**src/rtl/rtl_wb_arbiter.sv**
```systemverilog
// Write-back arbiter: merges a single-cycle ALU result stream and a FIFO-buffered
// LSU/MUL stream into one registered register-file write port.
module rtl_wb_arbiter #(
  parameter int XLEN       = 32,
  parameter int AW         = 5,
  parameter int NREG       = 32,
  parameter int DEPTH      = 4,
  parameter int STARVE_MAX = 3
) (
  input  logic            clk,
  input  logic            rst_n,
  input  logic            alu_valid,
  output logic            alu_ready,
  input  logic [AW-1:0]   alu_rd,
  input  logic [XLEN-1:0] alu_data,
  input  logic            lsu_valid,
  output logic            lsu_ready,
  input  logic [AW-1:0]   lsu_rd,
  input  logic [XLEN-1:0] lsu_data,
  output logic            we,
  output logic [AW-1:0]   waddr,
  output logic [XLEN-1:0] wdata,
  output logic [NREG-1:0] pend_mask
);
  localparam int LW = $clog2(DEPTH);
  localparam int PW = LW + 1;
  localparam int SW = $clog2(STARVE_MAX + 1);

  logic [AW-1:0]   fifo_rd   [DEPTH];
  logic [XLEN-1:0] fifo_data [DEPTH];
  logic [PW-1:0]   wptr, rptr, count;
  logic [SW-1:0]   starve_cnt;
  logic            empty, full, starve;
  logic            alu_fire, lsu_fire, pop, bypass, push;
  logic            sel_valid;
  logic [AW-1:0]   sel_rd;
  logic [XLEN-1:0] sel_data;
  logic [LW-1:0]   slot;

  assign empty  = (wptr == rptr);
  assign full   = (wptr[PW-1] != rptr[PW-1]) && (wptr[LW-1:0] == rptr[LW-1:0]);
  assign count  = wptr - rptr;
  assign starve = (starve_cnt == SW'(STARVE_MAX)) && !empty;

  // Handshake: a source transfers on a posedge where valid && ready; it holds
  // rd/data stable until then. Readies are low throughout reset.
  assign alu_ready = rst_n && !starve;
  assign lsu_ready = rst_n && !full;

  assign alu_fire = alu_valid && alu_ready;
  assign lsu_fire = lsu_valid && lsu_ready;
  // When starving, alu_fire is already 0, so the head pops through the same path.
  assign pop      = !empty && !alu_fire;
  assign bypass   = lsu_fire && empty && !alu_fire;
  assign push     = lsu_fire && !bypass;

  always_comb begin
    sel_valid = 1'b0;
    sel_rd    = '0;
    sel_data  = '0;
    if (alu_fire) begin
      sel_valid = 1'b1;
      sel_rd    = alu_rd;
      sel_data  = alu_data;
    end else if (pop) begin
      sel_valid = 1'b1;
      sel_rd    = fifo_rd[rptr[LW-1:0]];
      sel_data  = fifo_data[rptr[LW-1:0]];
    end else if (bypass) begin
      sel_valid = 1'b1;
      sel_rd    = lsu_rd;
      sel_data  = lsu_data;
    end
  end

  always_ff @(posedge clk) begin
    if (push) begin
      fifo_rd[wptr[LW-1:0]]   <= lsu_rd;
      fifo_data[wptr[LW-1:0]] <= lsu_data;
    end
  end

  always_ff @(posedge clk or negedge rst_n) begin
    if (!rst_n) begin
      wptr       <= '0;
      rptr       <= '0;
      starve_cnt <= '0;
      we         <= 1'b0;
      waddr      <= '0;
      wdata      <= '0;
    end else begin
      if (push) wptr <= wptr + 1'b1;
      if (pop)  rptr <= rptr + 1'b1;
      if (empty || pop)
        starve_cnt <= '0;
      else if (alu_fire && (starve_cnt != SW'(STARVE_MAX)))
        starve_cnt <= starve_cnt + 1'b1;
      // x0 is hardwired: address/data still track, but the write is suppressed.
      we <= sel_valid && (sel_rd != '0);
      if (sel_valid) begin
        waddr <= sel_rd;
        wdata <= sel_data;
      end
    end
  end

  always_comb begin
    pend_mask = '0;
    slot      = '0;
    for (int k = 0; k < DEPTH; k++) begin
      if (PW'(k) < count) begin
        slot = rptr[LW-1:0] + LW'(k);
        pend_mask[fifo_rd[slot]] = 1'b1;
      end
    end
    if (we) pend_mask[waddr] = 1'b1;
    pend_mask[0] = 1'b0;
  end
endmodule

```
**config.mk**
```make
export PLATFORM = sky130hd
export DESIGN_NAME = rtl_wb_arbiter
export DESIGN_NICKNAME = d
export VERILOG_FILES = /design/src/rtl/rtl_wb_arbiter.sv
export SDC_FILE = /design/constraint.sdc
export NUM_CORES = 1
export LEC_CHECK = 0
export ABC_CLOCK_PERIOD_IN_PS = 4500
export BUFFER_PORTS_ARGS = -buffer_cell sky130_fd_sc_hd__buf_2
export CAP_MARGIN = 30
export CORE_MARGIN = 2
export CORE_UTILIZATION = 40
export CTS_BUF_LIST = sky130_fd_sc_hd__clkbuf_16
export CTS_CLUSTER_DIAMETER = 30
export DETAILED_ROUTE_END_ITERATION = 16
export PLACE_DENSITY = 0.63
export SYNTH_ARGS = -nofsm -noshare
export SYNTH_HDL_FRONTEND = slang
export SYNTH_SLANG_ARGS = --single-unit
```
**constraint.sdc**
```tcl
create_clock -name clk -period 4.5 [get_ports clk]
set_input_delay 0.9 -clock clk [delete_from_list [all_inputs] [get_ports clk]]
set_output_delay 0.9 -clock clk [all_outputs]
set_load 0.01 [all_outputs]
```
After elaboration in Yosys (flattened, before gate mapping)
Memories as Yosys holds them, arrays and structs flattened. Index checks and enable logic that the tools add are counted.

Add/sub/neg operators: 7. Order comparisons: 14. Eq/ne operators: 5. Multiplexer cells: 28. Bitwise logic cells: 4. Reduce and logical (&&, ||, !) cells: 25.

Operators by type and width (number): $mux 32 (8); $or 32x32->32 (4); $lt 5x6->1 const B (5); $demux 1 s5 (5); $ge 5x1->1 const B (5); $logic_and 1x1->1 (17); $mux 5 (3); $mux 1 (10); $add 3x1->3 const B (2); $lt 1x3->1 const A (2); $lt 2x3->1 const A (2); $logic_not 1->1 (5); $reduce_bool 5->1 (1); $add 2x1->2 const B (2); $add 2x2->2 const B (2); $mux 2 (2); $eq 3x3->1 (1); $sub 3x3->3 (1); $eq 2x2->1 (1); $eq 2x2->1 const B (1); $ne 2x2->1 const B (1); $reduce_bool 2->1 (1); $logic_or 1x1->1 (1); $ne 1x1->1 (1).

Register bits after elaboration: 46. Memory bits (writable): 148. Input port bits: 78. Memories kept: 2.

Memory list: fifo_data (depth 4, width 32, read ports 1, clocked after Yosys merged registers in 0, write ports 1, RTL line 30) `logic [XLEN-1:0] fifo_data [DEPTH];`; fifo_rd (depth 4, width 5, read ports 4, clocked after Yosys merged registers in 0, write ports 1, RTL line 29) `logic [AW-1:0] fifo_rd [DEPTH];`.

Longest topological paths before layout
An unclocked memory read counts as a cell.

Word-level depth: 14. Mapped depth: 12. Depth with buffers taken out: 8.

Worst setup path before layout
Ideal clock, no wire load.

Path kind: reg-to-output. Start point: register wptr[0]. End point: output pend_mask[1]. Arrival: 2.669 ns. Required time: 3.600 ns. Path slack: 0.931 ns. Stages on the path, launching flop included: 10. Cell sequence: dfrtp_1 -> inv_1 -> ha_1 -> fa_1 -> xnor3_1 -> a21oi_1 -> and2_1 -> buf_2 -> a22o_1 -> or4_1.

Longest elaborated chain between the ends: 11. Elaborated cells between the ends (all ways): 14.

RTL lines: start, declared (RTL line 31) `logic [PW-1:0] wptr, rptr, count;`; start signal, assigned (RTL line 92) `if (push) wptr <= wptr + 1'b1;`; $sub 3x3->3 (*) (RTL line 42) `assign count = wptr - rptr;`; $lt 1x3->1 (RTL line 111) `if (PW'(k) < count) begin`; $mux 32 (RTL line 111); $or 32x32->32 (no line); $mux 32 (RTL line 111); $or 32x32->32 (no line); $mux 32 (RTL line 111); $or 32x32->32 (no line); $mux 32 (*) (RTL line 111); $or 32x32->32 (no line); $mux 32 (*) (RTL line 116) `if (we) pend_mask[waddr] = 1'b1;`; end, declared (RTL line 23) `output logic [NREG-1:0] pend_mask`.

Every way passes the cells marked *; elsewhere a longest branch is shown, timed or not.

Worst setup path in the final report
Start point: register rptr[0]. End point: output pend_mask[1].

Longest elaborated chain between the ends: 14. Elaborated cells between the ends (all ways): 38.

RTL lines: start, declared (RTL line 31); start signal, assigned (RTL line 93) `if (pop) rptr <= rptr + 1'b1;`; $add 2x1->2 or $mem_v2 4x5 (tied branches); $mem_v2 4x5, or another cell as far along; $lt 5x6->1 (implied by the code), or another cell as far along (RTL line 113) `pend_mask[fifo_rd[slot]] = 1'b1;`; $logic_and 1x1->1 (implied by the code) or $mux 1 (tied branches) (RTL line 113); $mux 1 (implied by the code) or $demux 1 s5 (tied branches) (RTL line 113); $demux 1 s5 or $mux 32 (tied branches) (RTL line 113, 111); $or 32x32->32 (no line); $mux 32 (RTL line 111); $or 32x32->32 (no line); $mux 32 (RTL line 111); $or 32x32->32 (no line); $mux 32 (*) (RTL line 111); $or 32x32->32 (no line); $mux 32 (*) (RTL line 116).

Marks and branches as above.

==> impl_metrics.csv <==
group,metric,value,unit
routing,ant_nets,0,
sta,tns,0,ps
pwr,pwr-share-seq,0.309,
clock_tree,cts_tree,"done",
sta,relSlewSlack,0.532,
routing,routed_wl,23400,microns
die,rows,55,
placed_design,placedCellCount,1049,
routing,first_pass_iters,7,
synthesis,synth_edf_count,148,
die,io_pins,150,
synthesis,synth_area,9300,sq um
synthesis,synth_top_flop_cell,"edfxtp_1",
clock_tree,clkLatencyLatePin,430,ps
sta,fin_crit_sh,0.960,
setup_path,end_kind,"primary output",
synthesis,synthCells,641,
sta,hold_viol,0,
sta,max_clock_freq,232,MHz
setup_path,max_stage_delay,580,ps
global_routing,grt_max_degree,45,
die,core_area,22700,sq um
synthesis,ys_ff_latch,194,
final_layout,fin_cells,1086,
clock_tree,h-tree-depth,4,
pwr,power_density,761,nW/um^2
synthesis,ys_seq_area_frac,0.602,
setup_path,worstPathMaxFanout,13,
final_layout,syn_to_final_growth,18.7,%
job,drv_cap,0,
pwr,switching_share,0.420,
pwr,power.switching,3530,uW
sta,worstMarginPinSlew,701,ps
pwr,ir_worst_vdd,0.530,mV
hold_path,worstHoldPathType,"in2async",
pwr,internal_power,4860,uW
clock_tree,cts-root-buf,"clkbuf_16",
clock_tree,clkSinkCount,194,
final_layout,drive_gt1_frac,0.314,
setup_path,critPathBufInv,1,
pwr,p_leak,0.00418,uW
setup_path,path_cells,"ha_1 -> fa_1 -> xnor3_2 -> a21oi_1 -> and2_1 -> a22o_1 -> or4_1 -> buf_2",
die,die_h,156,microns
setup_path,rrSetupSlack,1250,ps
pwr,clock_power_share,0.184,
sta,setup_violations,0,
synthesis,syn_nets,728,
setup_path,slowest_stage,"dfrtp_4",
global_routing,grt_pass1_vias,6328,
clock_tree,path_clk_slew,70,ps
synthesis,syn_avg_cell_area,14.5,sq um
setup_path,worst-path-stages,8,
setup_path,setup.worst_path.class,"reg2out",
clock_tree,hold_buffers,0,
setup_path,reg2reg_depth,8,
setup_path,cp.required,3600,ps
die,dieArea,24500,sq um
final_layout,final_nets,871,
global_routing,antenna_found_initial,5,
routing,wl_per_cell,21.6,microns
setup_path,cp_top_family,"simple AND/OR/NAND/NOR gates",
global_routing,gr-total-overflow,0,
global_routing,track_usage,0.196,
synthesis,ys_types,53,
placed_design,place.gp.congestion,0.923,
synthesis,async_flop_share,0.237,
final_layout,final_cell_mix,"edfxtp_1 (148), buf_2 (148), nand2_1 (90), dfrtp_1 (44), mux4_2 (42)",
placed_design,hpwlAfterDp,16400,microns
synthesis,ys_warn_count,0,
setup_path,start_kind,"flip-flop",
routing,drt_iter0_markers,658,
sta,finalCriticalPeriod,4320,ps
global_routing,grt_pass1_wl,36400,microns
die,die_width,156,microns
setup_path,arrival,3420,ps
routing,vias_per_cell,6.01,
sta,fin_skew,10.8,ps
routing,num_vias,6528,
clock_tree,cts_made_buffers,17,
clock_tree,cts_max_path_buffers,2,
routing,drc,0,
sta,rsz0062_at_grt,"false",
pwr,pwr-share-comb,0.508,
sta,slew_viol_final,0,
placed_design,io_buffers,148,
die,start_util,0.409,
run_status,outcome,"complete, no violations",
==> through the flow <==
stage	cell area [sq um]	hold WS [ps]	setup WS (ps)	power, uW	util
finish	11000	325	182	8390	0.486
global route	11000	307	43.6	8890	0.486
CTS	11000	306	30.0	8390	0.485
detailed placement	10400	448	517	6820	0.457
global placement	10400	432	510	6810	0.457
floorplan	9300	418	931	5480	-
==> final timing paths <==
path / from / end
max: rptr[0] / pend_mask[1]
min: rst_n / wdata[2]
max reg2reg: rptr[1] / fifo_data[2][23]
min reg2reg: starve_cnt[0] / starve_cnt[0]
max in group asynchronous: rst_n / rptr[0]
min in group clk: starve_cnt[0] / starve_cnt[0]
==> kinds of logic after synthesis <==
kind of cell / share of synthesized area
compound gates: 0.119
other cells: 0.000403
flops: 0.602
fa+ha+maj: 0.0129
mux: 0.130
buf+inv: 0.0233
xor+xnor: 0.0106
simple gates: 0.102
==> sequential cells by signal (all words and copies together) (netlist names) <==
register / count
fifo_data: 128
fifo_rd: 20
rptr: 3
starve_cnt: 2
waddr: 5
wdata: 32
we: 1
wptr: 3
==> layer usage <==
| layer | vias up | track usage | wire (microns) | share of wire |
|---|---|---|---|---|
| li1 | 2926 | - | - | - |
| met1 | 3281 | 0.264 | 10100 | 0.43 |
| met2 | 282 | 0.318 | 11400 | 0.48 |
| met3 | 37 | 0.0346 | 1360 | 0.058 |
| met4 | 2 | 0.0773 | 571 | 0.024 |
| met5 | - | 0 | 13 | 0.00055 |
==> area by class of cell <==
cell class                 instances  area (sq um)
clock buffer                      17           425
inverter                          10          37.5
tap                              285           357
multi-input combinational        400          3510
antenna                            4          10.0
sequential                       194          5600
timing repair buffer             161           892
fill                            1987         11700
clock inverter                    15           198
==> synth_stat cells, types with 2 or more instances <==
master | instances | share of area
edfxtp_1 | 148 | 0.48
nand2_1 | 90 | 0.036
dfrtp_1 | 46 | 0.12
mux4_2 | 42 | 0.10
a222oi_1 | 30 | 0.032
o22ai_1 | 25 | 0.017
clkbuf_1 | 23 | 0.0093
nor2b_1 | 16 | 0.011
o221ai_1 | 16 | 0.015
nand3b_1 | 14 | 0.011
nor2_1 | 14 | 0.0057
a22oi_1 | 13 | 0.010
nand3_1 | 13 | 0.0070
a21oi_1 | 11 | 0.0059
a211o_1 | 10 | 0.0094
inv_1 | 10 | 0.0040
mux4_1 | 10 | 0.028
nor3b_1 | 10 | 0.0081
buf_2 | 8 | 0.0043
ha_1 | 8 | 0.011
nor3_1 | 8 | 0.0043
o21ai_0 | 8 | 0.0043
a221oi_1 | 7 | 0.0066
and2_1 | 7 | 0.0047
a221o_1 | 5 | 0.0054
a22o_1 | 5 | 0.0047
and3_1 | 5 | 0.0034
buf_6 | 3 | 0.0036
nand2b_1 | 3 | 0.0020
xnor2_1 | 3 | 0.0028
xor2_1 | 3 | 0.0028
buf_4 | 2 | 0.0016
nand4_1 | 2 | 0.0013
o2111ai_1 | 2 | 0.0019
o21a_1 | 2 | 0.0016
or2_2 | 2 | 0.0013
==> timing repair <==
action                     in CTS  in global routing
setup endpoints to repair       0                 10
resized for setup               0                  1
buffers inserted                0                  1
==> power by group through the flow <==
stage	Combinational [uW]	Clock, uW	Sequential [uW]
global placement	4190	0	2630
detailed placement	4190	0	2630
floorplan	2900	0	2580
global route	4620	1640	2630
finish	4260	1540	2590
CTS	4210	1570	2600
(Power assumes the default switching activity.)
